--- src/rtl/pattern_detector_pkg.sv ---
// ---------------------------------------------------------------------------
// pattern_detector_pkg
// Shared types and constants for the programmable serial pattern detector.
//   state_t      : search progress (S_IDLE / S_FILL / S_ARMED)
//   PAT_LEN_MAX  : largest supported pattern length
//   MODE_NOVL    : match mode, non-overlapping (window restarts after a hit)
//   MODE_OVL     : match mode, overlapping (window keeps sliding after a hit)
// ---------------------------------------------------------------------------
package pattern_detector_pkg;

    typedef enum logic [1:0] {
        S_IDLE  = 2'd0,   // no bits held
        S_FILL  = 2'd1,   // 1..PAT_LEN-1 bits held
        S_ARMED = 2'd2    // full window held, every valid bit is compared
    } state_t;

    localparam int   PAT_LEN_MAX = 32;

    localparam logic MODE_NOVL = 1'b0;
    localparam logic MODE_OVL  = 1'b1;

endpackage : pattern_detector_pkg

--- src/rtl/pd_sat_counter.sv ---
// ---------------------------------------------------------------------------
// pd_sat_counter
// Generic up-counter that stops at MAX_VAL, with a synchronous clear that
// takes priority over the increment.
// Ports:
//   clk_i  in  1  clock, rising edge
//   rst_i  in  1  asynchronous active-high reset, counter -> 0
//   clr_i  in  1  synchronous clear
//   inc_i  in  1  increment request (ignored once MAX_VAL is reached)
//   cnt_o  out W  current count
// ---------------------------------------------------------------------------
module pd_sat_counter #(
    parameter int             W       = 8,
    parameter logic [W-1:0]   MAX_VAL = '1
) (
    input  logic         clk_i,
    input  logic         rst_i,
    input  logic         clr_i,
    input  logic         inc_i,
    output logic [W-1:0] cnt_o
);

    logic [W-1:0] r_cnt;

    always_ff @(posedge clk_i or posedge rst_i) begin
        if (rst_i) begin
            r_cnt <= '0;
        end else if (clr_i) begin
            r_cnt <= '0;
        end else if (inc_i && (r_cnt != MAX_VAL)) begin
            r_cnt <= r_cnt + 1'b1;
        end
    end

    assign cnt_o = r_cnt;

endmodule : pd_sat_counter

--- src/rtl/pattern_detector_param.sv ---
// ---------------------------------------------------------------------------
// pattern_detector_param
// Serial bit-stream detector for a runtime-programmable PAT_LEN-bit pattern.
// The first received bit of the pattern is pat bit PAT_LEN-1. A registered
// one-cycle pulse is produced on the edge that samples the completing bit.
// In non-overlapping mode the search restarts from scratch after a hit; in
// overlapping mode the window keeps sliding so back-to-back hits are possible.
//
// Optional feature macro: PATTERN_DETECTOR_MATCH_COUNT_EN
//   When defined, match_cnt_o counts hits (saturating, cleared by reset and
//   by pat_load_i). When undefined, the port and its counter do not exist.
//
// Ports:
//   clk_i               in   1        clock, rising edge
//   rst_i               in   1        asynchronous active-high reset
//   d_i                 in   1        serial data bit
//   valid_i             in   1        d_i is sampled only when 1
//   pat_load_i          in   1        load pat_i/overlap_i and restart search
//   pat_i               in   PAT_LEN  new pattern
//   overlap_i           in   1        new match mode (1 = overlapping)
//   pattern_detected_o  out  1        one-cycle match pulse
//   match_cnt_o         out  CNT_W    hits since reset/load (macro only)
// ---------------------------------------------------------------------------
module pattern_detector_param
    import pattern_detector_pkg::*;
#(
    parameter int                 PAT_LEN   = 5,
    parameter logic [PAT_LEN-1:0] PAT_RESET = 5'b11011,
    parameter logic               OVL_RESET = 1'b0,
    parameter int                 CNT_W     = 8
) (
    input  logic               clk_i,
    input  logic               rst_i,
    input  logic               d_i,
    input  logic               valid_i,
    input  logic               pat_load_i,
    input  logic [PAT_LEN-1:0] pat_i,
    input  logic               overlap_i,
    output logic               pattern_detected_o
`ifdef PATTERN_DETECTOR_MATCH_COUNT_EN
    ,
    output logic [CNT_W-1:0]   match_cnt_o
`endif
);

    localparam int   FILL_W    = $clog2(PAT_LEN + 1);
    localparam logic PARAMS_OK = (PAT_LEN >= 2) && (PAT_LEN <= PAT_LEN_MAX) && (CNT_W >= 1);

    generate
        if (!PARAMS_OK) begin : g_param_check
            $error("pattern_detector_param: PAT_LEN must be 2..32 and CNT_W >= 1");
        end
    endgenerate

    logic [PAT_LEN-1:0] r_pat;
    logic               r_ovl;
    logic [PAT_LEN-1:0] r_hist;
    logic               r_detected;
    state_t             r_state;
    state_t             w_state_next;

    logic [FILL_W-1:0]  w_fill;
    logic [PAT_LEN-1:0] w_nxt;
    logic               w_accept;
    logic               w_window_full;
    logic               w_match;
    logic               w_restart;

    // A load owns the cycle: the data bit offered alongside it is dropped.
    assign w_accept      = valid_i && !pat_load_i;
    assign w_nxt         = {r_hist[PAT_LEN-2:0], d_i};
    // With PAT_LEN-1 bits already held, the incoming bit completes a window.
    assign w_window_full = (w_fill >= FILL_W'(PAT_LEN - 1));
    assign w_match       = w_accept && w_window_full && (w_nxt == r_pat);
    // Non-overlapping hits consume the whole window.
    assign w_restart     = w_match && (r_ovl == MODE_NOVL);

    // Bit-fill counter: saturates once a full window is held so the compare
    // keeps firing on every later valid bit.
    pd_sat_counter #(
        .W       (FILL_W),
        .MAX_VAL (FILL_W'(PAT_LEN))
    ) u_fill_cnt (
        .clk_i (clk_i),
        .rst_i (rst_i),
        .clr_i (pat_load_i || w_restart),
        .inc_i (valid_i),
        .cnt_o (w_fill)
    );

`ifdef PATTERN_DETECTOR_MATCH_COUNT_EN
    pd_sat_counter #(
        .W (CNT_W)
    ) u_match_cnt (
        .clk_i (clk_i),
        .rst_i (rst_i),
        .clr_i (pat_load_i),
        .inc_i (w_match),
        .cnt_o (match_cnt_o)
    );
`endif

    // Pattern, mode, history and the registered pulse.
    always_ff @(posedge clk_i or posedge rst_i) begin
        if (rst_i) begin
            r_pat      <= PAT_RESET;
            r_ovl      <= OVL_RESET;
            r_hist     <= '0;
            r_detected <= 1'b0;
        end else begin
            r_detected <= w_match;
            if (pat_load_i) begin
                r_pat  <= pat_i;
                r_ovl  <= overlap_i;
                r_hist <= '0;
            end else if (valid_i) begin
                r_hist <= w_restart ? '0 : w_nxt;
            end
        end
    end

    // FSM state register.
    always_ff @(posedge clk_i or posedge rst_i) begin
        if (rst_i) begin
            r_state <= S_IDLE;
        end else begin
            r_state <= w_state_next;
        end
    end

    // FSM next state: tracks how much of the window is populated.
    always_comb begin
        w_state_next = r_state;
        if (pat_load_i) begin
            w_state_next = S_IDLE;
        end else if (valid_i) begin
            if (w_restart) begin
                w_state_next = S_IDLE;
            end else if (w_window_full) begin
                w_state_next = S_ARMED;
            end else begin
                w_state_next = S_FILL;
            end
        end
    end

    assign pattern_detected_o = r_detected;

endmodule : pattern_detector_param

--- config.mk ---
export PLATFORM = sky130hd
export DESIGN_NAME = pattern_detector_param
export DESIGN_NICKNAME = d
export VERILOG_FILES = /design/src/rtl/pattern_detector_pkg.sv /design/src/rtl/pd_sat_counter.sv /design/src/rtl/pattern_detector_param.sv
export SDC_FILE = /design/constraint.sdc
export NUM_CORES = 1
export LEC_CHECK = 0
export CAP_MARGIN = 15
export CORE_MARGIN = 2
export CORE_UTILIZATION = 55
export DETAILED_ROUTE_END_ITERATION = 16
export GPL_ROUTABILITY_DRIVEN = 0
export MAX_ROUTING_LAYER = met4
export PLACE_DENSITY = 0.81
export SETUP_SLACK_MARGIN = 0.02
export SYNTH_ARGS = -nofsm -noshare
export SYNTH_HDL_FRONTEND = slang
export SYNTH_SLANG_ARGS = --single-unit
--- constraint.sdc ---
create_clock -name clk_i -period 2.4 [get_ports clk_i]
set_input_delay 0.24 -clock clk_i [delete_from_list [all_inputs] [get_ports clk_i]]
set_output_delay 0.24 -clock clk_i [all_outputs]
set_load 0.02 [all_outputs]
Yosys cells after proc, flatten, opt, wreduce, memory -nomap -nowiden
Index checks and enable logic that the tools add are counted.
{"block": "op_classes", "n_addsub": 1, "shifts": 0, "n_eq_ne": 2, "div": 0, "multipliers": 0, "magnitude_cmp": 1, "reduce_logical": 9, "n_bitwise": 1, "mux": 5}
{"cell": "$mux W4", "n": 3}
{"cell": "$mux W3", "n": 2}
{"cell": "$eq A5 B5 Y1", "n": 1}
{"cell": "$logic_and A1 B1 Y1", "n": 5}
{"cell": "$reduce_bool A2 Y1", "n": 2}
{"cell": "$add A3 B1 Y3 const B", "n": 1}
{"cell": "$ge A3 B3 Y1 const B", "n": 1}
{"cell": "$ne A3 B3 Y1 const B", "n": 1}
{"cell": "$logic_not A1 Y1", "n": 1}
{"cell": "$logic_or A1 B1 Y1", "n": 1}
{"cell": "$not A1 Y1", "n": 1}
{"block": "word_totals", "in_bits": 11, "word_cells": 24, "output_inout_bits": 1, "memories": 0, "rom_bits": 0, "ramBits": 0, "latchBits": 0, "regBits": 14}

Logic depth before layout (Yosys ltp)
{"block": "depth", "ltp_word": 8, "mapped_depth": 5}

Cells and area by module
From an unflattened synthesis, not the netlist that was laid out.
{"block": "hier_totals", "hier_cells": 58, "hier_area_um2": 773.2}
{"module": "pattern_detector_param", "cells_each": 41, "instances": 1, "area_each_um2": 571.8}
{"module": "pd_sat_counter", "cells_each": 17, "instances": 1, "area_each_um2": 201.4}

Least setup slack after synthesis
Ideal clock, no wire load.
{"block": "synth_timing", "path_kind": "reg-to-reg", "startpoint": "register u_fill_cnt.r_cnt[0] (netlist: u_fill_cnt.cnt_o[0])", "endpoint": "register u_fill_cnt.r_cnt[1] (netlist: u_fill_cnt.cnt_o[1])", "setup_ns": 0.094, "slack_ns": 0.975, "stages_incl_launch_ff": 5, "n_path_buf": 0, "arrival_time_ns": 1.331, "required_time_ns": 2.306, "cell_sequence": "dfrtp_1 -> ha_1 -> a21boi_1 -> mux2_2 -> a211oi_1"}
{"block": "synth_between", "elab_chain_cells": 6, "elab_cells_between_ends": 11, "cone_classes": "1 x add/sub; 1 x order compare; 1 x eq/ne; 2 x mux; 6 x reduce/logical"}
{"item": "start, declared", "line": "pd_sat_counter.sv:23", "text": "logic [W-1:0] r_cnt;"}
{"item": "start signal, assigned", "line": "pd_sat_counter.sv:31", "text": "r_cnt <= r_cnt + 1'b1;"}
{"item": "$ge A3 B3 Y1", "line": "pattern_detector_param.sv:73", "text": "assign w_window_full = (w_fill >= FILL_W'(PAT_LEN - 1));"}
{"item": "$logic_and A1 B1 Y1 (2 in a row)", "line": "pattern_detector_param.sv:74", "text": "assign w_match = w_accept && w_window_full && (w_nxt == r_pat);"}
{"item": "$logic_and A1 B1 Y1", "line": "pattern_detector_param.sv:76", "text": "assign w_restart = w_match && (r_ovl == MODE_NOVL);"}
{"item": "$logic_or A1 B1 Y1", "line": "pattern_detector_param.sv:86", "text": ".clr_i (pat_load_i || w_restart),"}
{"item": "$mux W3 / $reduce_bool A2 Y1 (equally long branches)"}
Parallel ways exist; a longest one is shown, timed or not. The select of a mux whose other input is x is not followed.
A chain may end at the register's enable or synchronous reset.

Final worst setup path
{"block": "layout_timing", "startpoint": "input port valid_i", "endpoint": "register u_fill_cnt.r_cnt[1] (netlist: u_fill_cnt.cnt_o[1])"}
{"block": "layout_between", "elab_chain_cells": 6, "elab_cells_between_ends": 8, "cone_classes": "1 x mux; 7 x reduce/logical"}
{"item": "start, declared", "line": "pattern_detector_param.sv:35", "text": "input logic valid_i,"}
{"item": "$logic_and A1 B1 Y1", "line": "pattern_detector_param.sv:70", "text": "assign w_accept = valid_i && !pat_load_i;"}
{"item": "$logic_and A1 B1 Y1 (2 in a row)", "line": "pattern_detector_param.sv:74"}
{"item": "$logic_and A1 B1 Y1", "line": "pattern_detector_param.sv:76"}
{"item": "$logic_or A1 B1 Y1", "line": "pattern_detector_param.sv:86"}
{"item": "$mux W3 / $reduce_bool A2 Y1 (equally long branches)"}
Parallel ways exist; a longest one is shown, timed or not.

==> flow_summary.ini <==
[sta]
rsz0062_at_grt = false
setup_viol = 0
fmax_mhz = 617
maxSlewViolCount = 0
max_slew_margin_pct = 64.9
hold_viol = 0
min_period_ns = 1.62
setup_tns_ns = 0
period_share_pct = 67.5
skew_ns = 0.0101
worst_pin_slew_ns = 0.526

[pwr]
p_leak_uw = 0.000390
clockPowerShare_pct = 26.3
combPwrFrac_pct = 20.6
ir_worst_vdd_uv = 383
total_power_uw = 546
sw_frac_of_total_pct = 29.5
p_int_uw = 385
pwr-share-seq_pct = 53.1
power.density_nw_per_um2 = 567
p_sw_uw = 161

[global_routing]
busiest_layer = met2
grt_pass1_vias = 524
gr-usage-met1_pct = 19.9
grt_max_degree = 15
antenna_found_initial = 0
use_met2_pct = 29.8
grtUsageTotal_pct = 18.2
grt_overflow_total = 0
grt_pass1_wl_um = 2280
gr-usage-met3_pct = 2.59

[synthesis]
yosys.area.top_type = dfrtp_1
synth_seq_cells = 14
synth.cell_area_sq_um = 820
synthTopCellsByArea = dfrtp_1 (31%), dfstp_2 (13%), mux2_2 (9.6%)
synth.net_count = 83
yosys_warnings = 0
synth_top_area_share_pct = 30.5
ys_seq_area_share_pct = 43.4
avgSynthCellArea_sq_um = 11.7
postSynthCellCount = 70
synth.distinct_cells = 27

[detailed_routing]
wl_per_cell_um = 14.4
post_drt_via_cell_ratio = 5.79
dr.first_iter.drc_count = 8
ant_nets = 0
drc = 0
num_vias = 567
dr.pass1.iters = 4
wl_um = 1410

[setup_path]
cp_data_required_time_ns = 2.61
start_kind = input pin
cp_max_fo = 13
cpMaxStageDelayCell = clkdlybuf4s50_1
cp_cell_sequence = clkdlybuf4s50_1, a21boi_1, mux2_2, a211oi_1
worstSetupPathType = in -> reg
worst-path-buf-inv = 1
crit_arrival_ns = 1.83
max_stage_delay_ns = 0.74
critPathTopFamily = buffers and inverters
critPathCaptureType = flop

[clocking]
cts_inserted_buffers = 3
cts_buffer_depth = 2
cts_tree = yes
clk_pin_slew_worst_paths_ns = 0.09
insertion_delay_ns = 0.29
post_cts_buffers = 0
htreeDepth = 1
cts_hold_buf = 0
cts_root_buffer = clkbuf_4
clkSinkCount = 14
cts_resized = 0

[finish]
final_util_pct = 71.3
layout-drive-gt1-share_pct = 24.1
most-common-layout-cells = clkdlybuf4s50_1 (11), dfrtp_1 (10), o211ai_1 (8)
diodes = 0
fin_nets = 97
area_delta_synth_final_pct = 17.4
mostFrequentLayoutCell = clkdlybuf4s50_1

[run]
drv_cap = 0

[die]
die-width_um = 42.6
dieArea_sq_um = 1810
die_h_um = 42.6
start_util_pct = 60.7
core_sq_um = 1350
fp-row-count = 13
io_pins = 12

[status]
status = complete, no violations

[placement]
dp_hpwl_um = 1000
port_buffers = 11

[hold_path]
hp-class = in -> async
worst paths after layout:
| check | cells after the start | from | endpoint | slack [ns] |
|---|---|---|---|---|
| max | 4 | valid_i | u_fill_cnt.cnt_o[1] | 0.78 |
| min | 2 | rst_i | pattern_detected_o | 0.28 |
| max reg2reg | 4 | u_fill_cnt.cnt_o[0] | u_fill_cnt.cnt_o[1] | 0.90 |
| min reg2reg | 1 | r_pat[2] | r_pat[2] | 0.59 |
| max in group asynchronous | 2 | rst_i | r_pat[1] | 1.75 |
| min in group clk_i | 2 | pat_i[0] | r_pat[0] | 0.56 |
metal layers:
layer | vias up | share of wire, %
li1 | 280 | -
met1 | 272 | 46
met2 | 10 | 47
met3 | 5 | 3.4
met4 | 0 | 3.2
met5 | - | 0
power by group through the flow:
| stage | Clock (uW) | Sequential (uW) | Combinational [uW] |
|---|---|---|---|
| 2_1_floorplan | 0 | 288 | 81.2 |
| 3_3_place_gp | 0 | 292 | 110 |
| 3_5_place_dp | 0 | 294 | 114 |
| 4_1_cts | 145 | 290 | 114 |
| 5_1_grt | 153 | 294 | 124 |
| 6_report | 144 | 290 | 112 |
registers in the layout, summed over array words and instances (netlist names):
register and flops:
pattern_detected_o 1, r_hist 4, r_pat 5, r_ovl 1, u_fill_cnt.cnt_o 3
synthesized netlist by cell type:
| master | n |
|---|---|
| dfrtp_1 | 10 |
| o211ai_1 | 8 |
| mux2_2 | 7 |
| a21o_1 | 4 |
| dfstp_2 | 4 |
| nand2_1 | 4 |
| nand3_1 | 4 |
| nand2b_1 | 3 |
| xor2_1 | 3 |
| a211oi_1 | 2 |
| a21oi_1 | 2 |
| ha_1 | 2 |
| inv_1 | 2 |
| xor2_2 | 2 |
| a21boi_1 | 1 |
| and4b_1 | 1 |
| buf_2 | 1 |
| buf_6 | 1 |
| clkbuf_1 | 1 |
| nand3b_4 | 1 |
| nor2b_1 | 1 |
| nor3_1 | 1 |
| nor3b_2 | 1 |
| nor4_4 | 1 |
| or2b_1 | 1 |
| or3_1 | 1 |
| xnor2_1 | 1 |
area by class of cell:
class                   instances  area (sq um)
inverters                       2          7.51
flip-flops and latches         14           355
fillers                       108           388
multi-input cells              51           437
repair buffers                 12           118
clock buffers                   4          26.3
well taps                      15          18.8
stage by stage:
stage / setup WS [ns] / cell area [sq um] / hold slack (ns) / std cells
floorplan: 0.975 / 820 / 0.126 / 70
global placement: 0.517 / 936 / 0.556 / 94
detailed placement: 0.468 / 936 / 0.567 / 94
CTS: 0.779 / 962 / 0.294 / 98
global route: 0.682 / 962 / 0.371 / 98
finish: 0.781 / 962 / 0.276 / 98
cells by family (layout without fill, tap and decap cells):
| group | after synthesis | count (layout) | share of synthesized area, % |
|---|---|---|---|
| buffers and inverters | 5 | 18 | 3.36 |
| AND/OR/NAND/NOR | 19 | 19 | 17.4 |
| multiplexers | 7 | 7 | 9.62 |
| flip-flops | 14 | 14 | 43.4 |
| adder cells (fa/ha/maj) | 2 | 2 | 3.05 |
| AO/OA/AOI/OAI | 17 | 17 | 15.0 |
| XOR/XNOR | 6 | 6 | 8.24 |
Note: power is estimated with default switching activity, not from simulation.
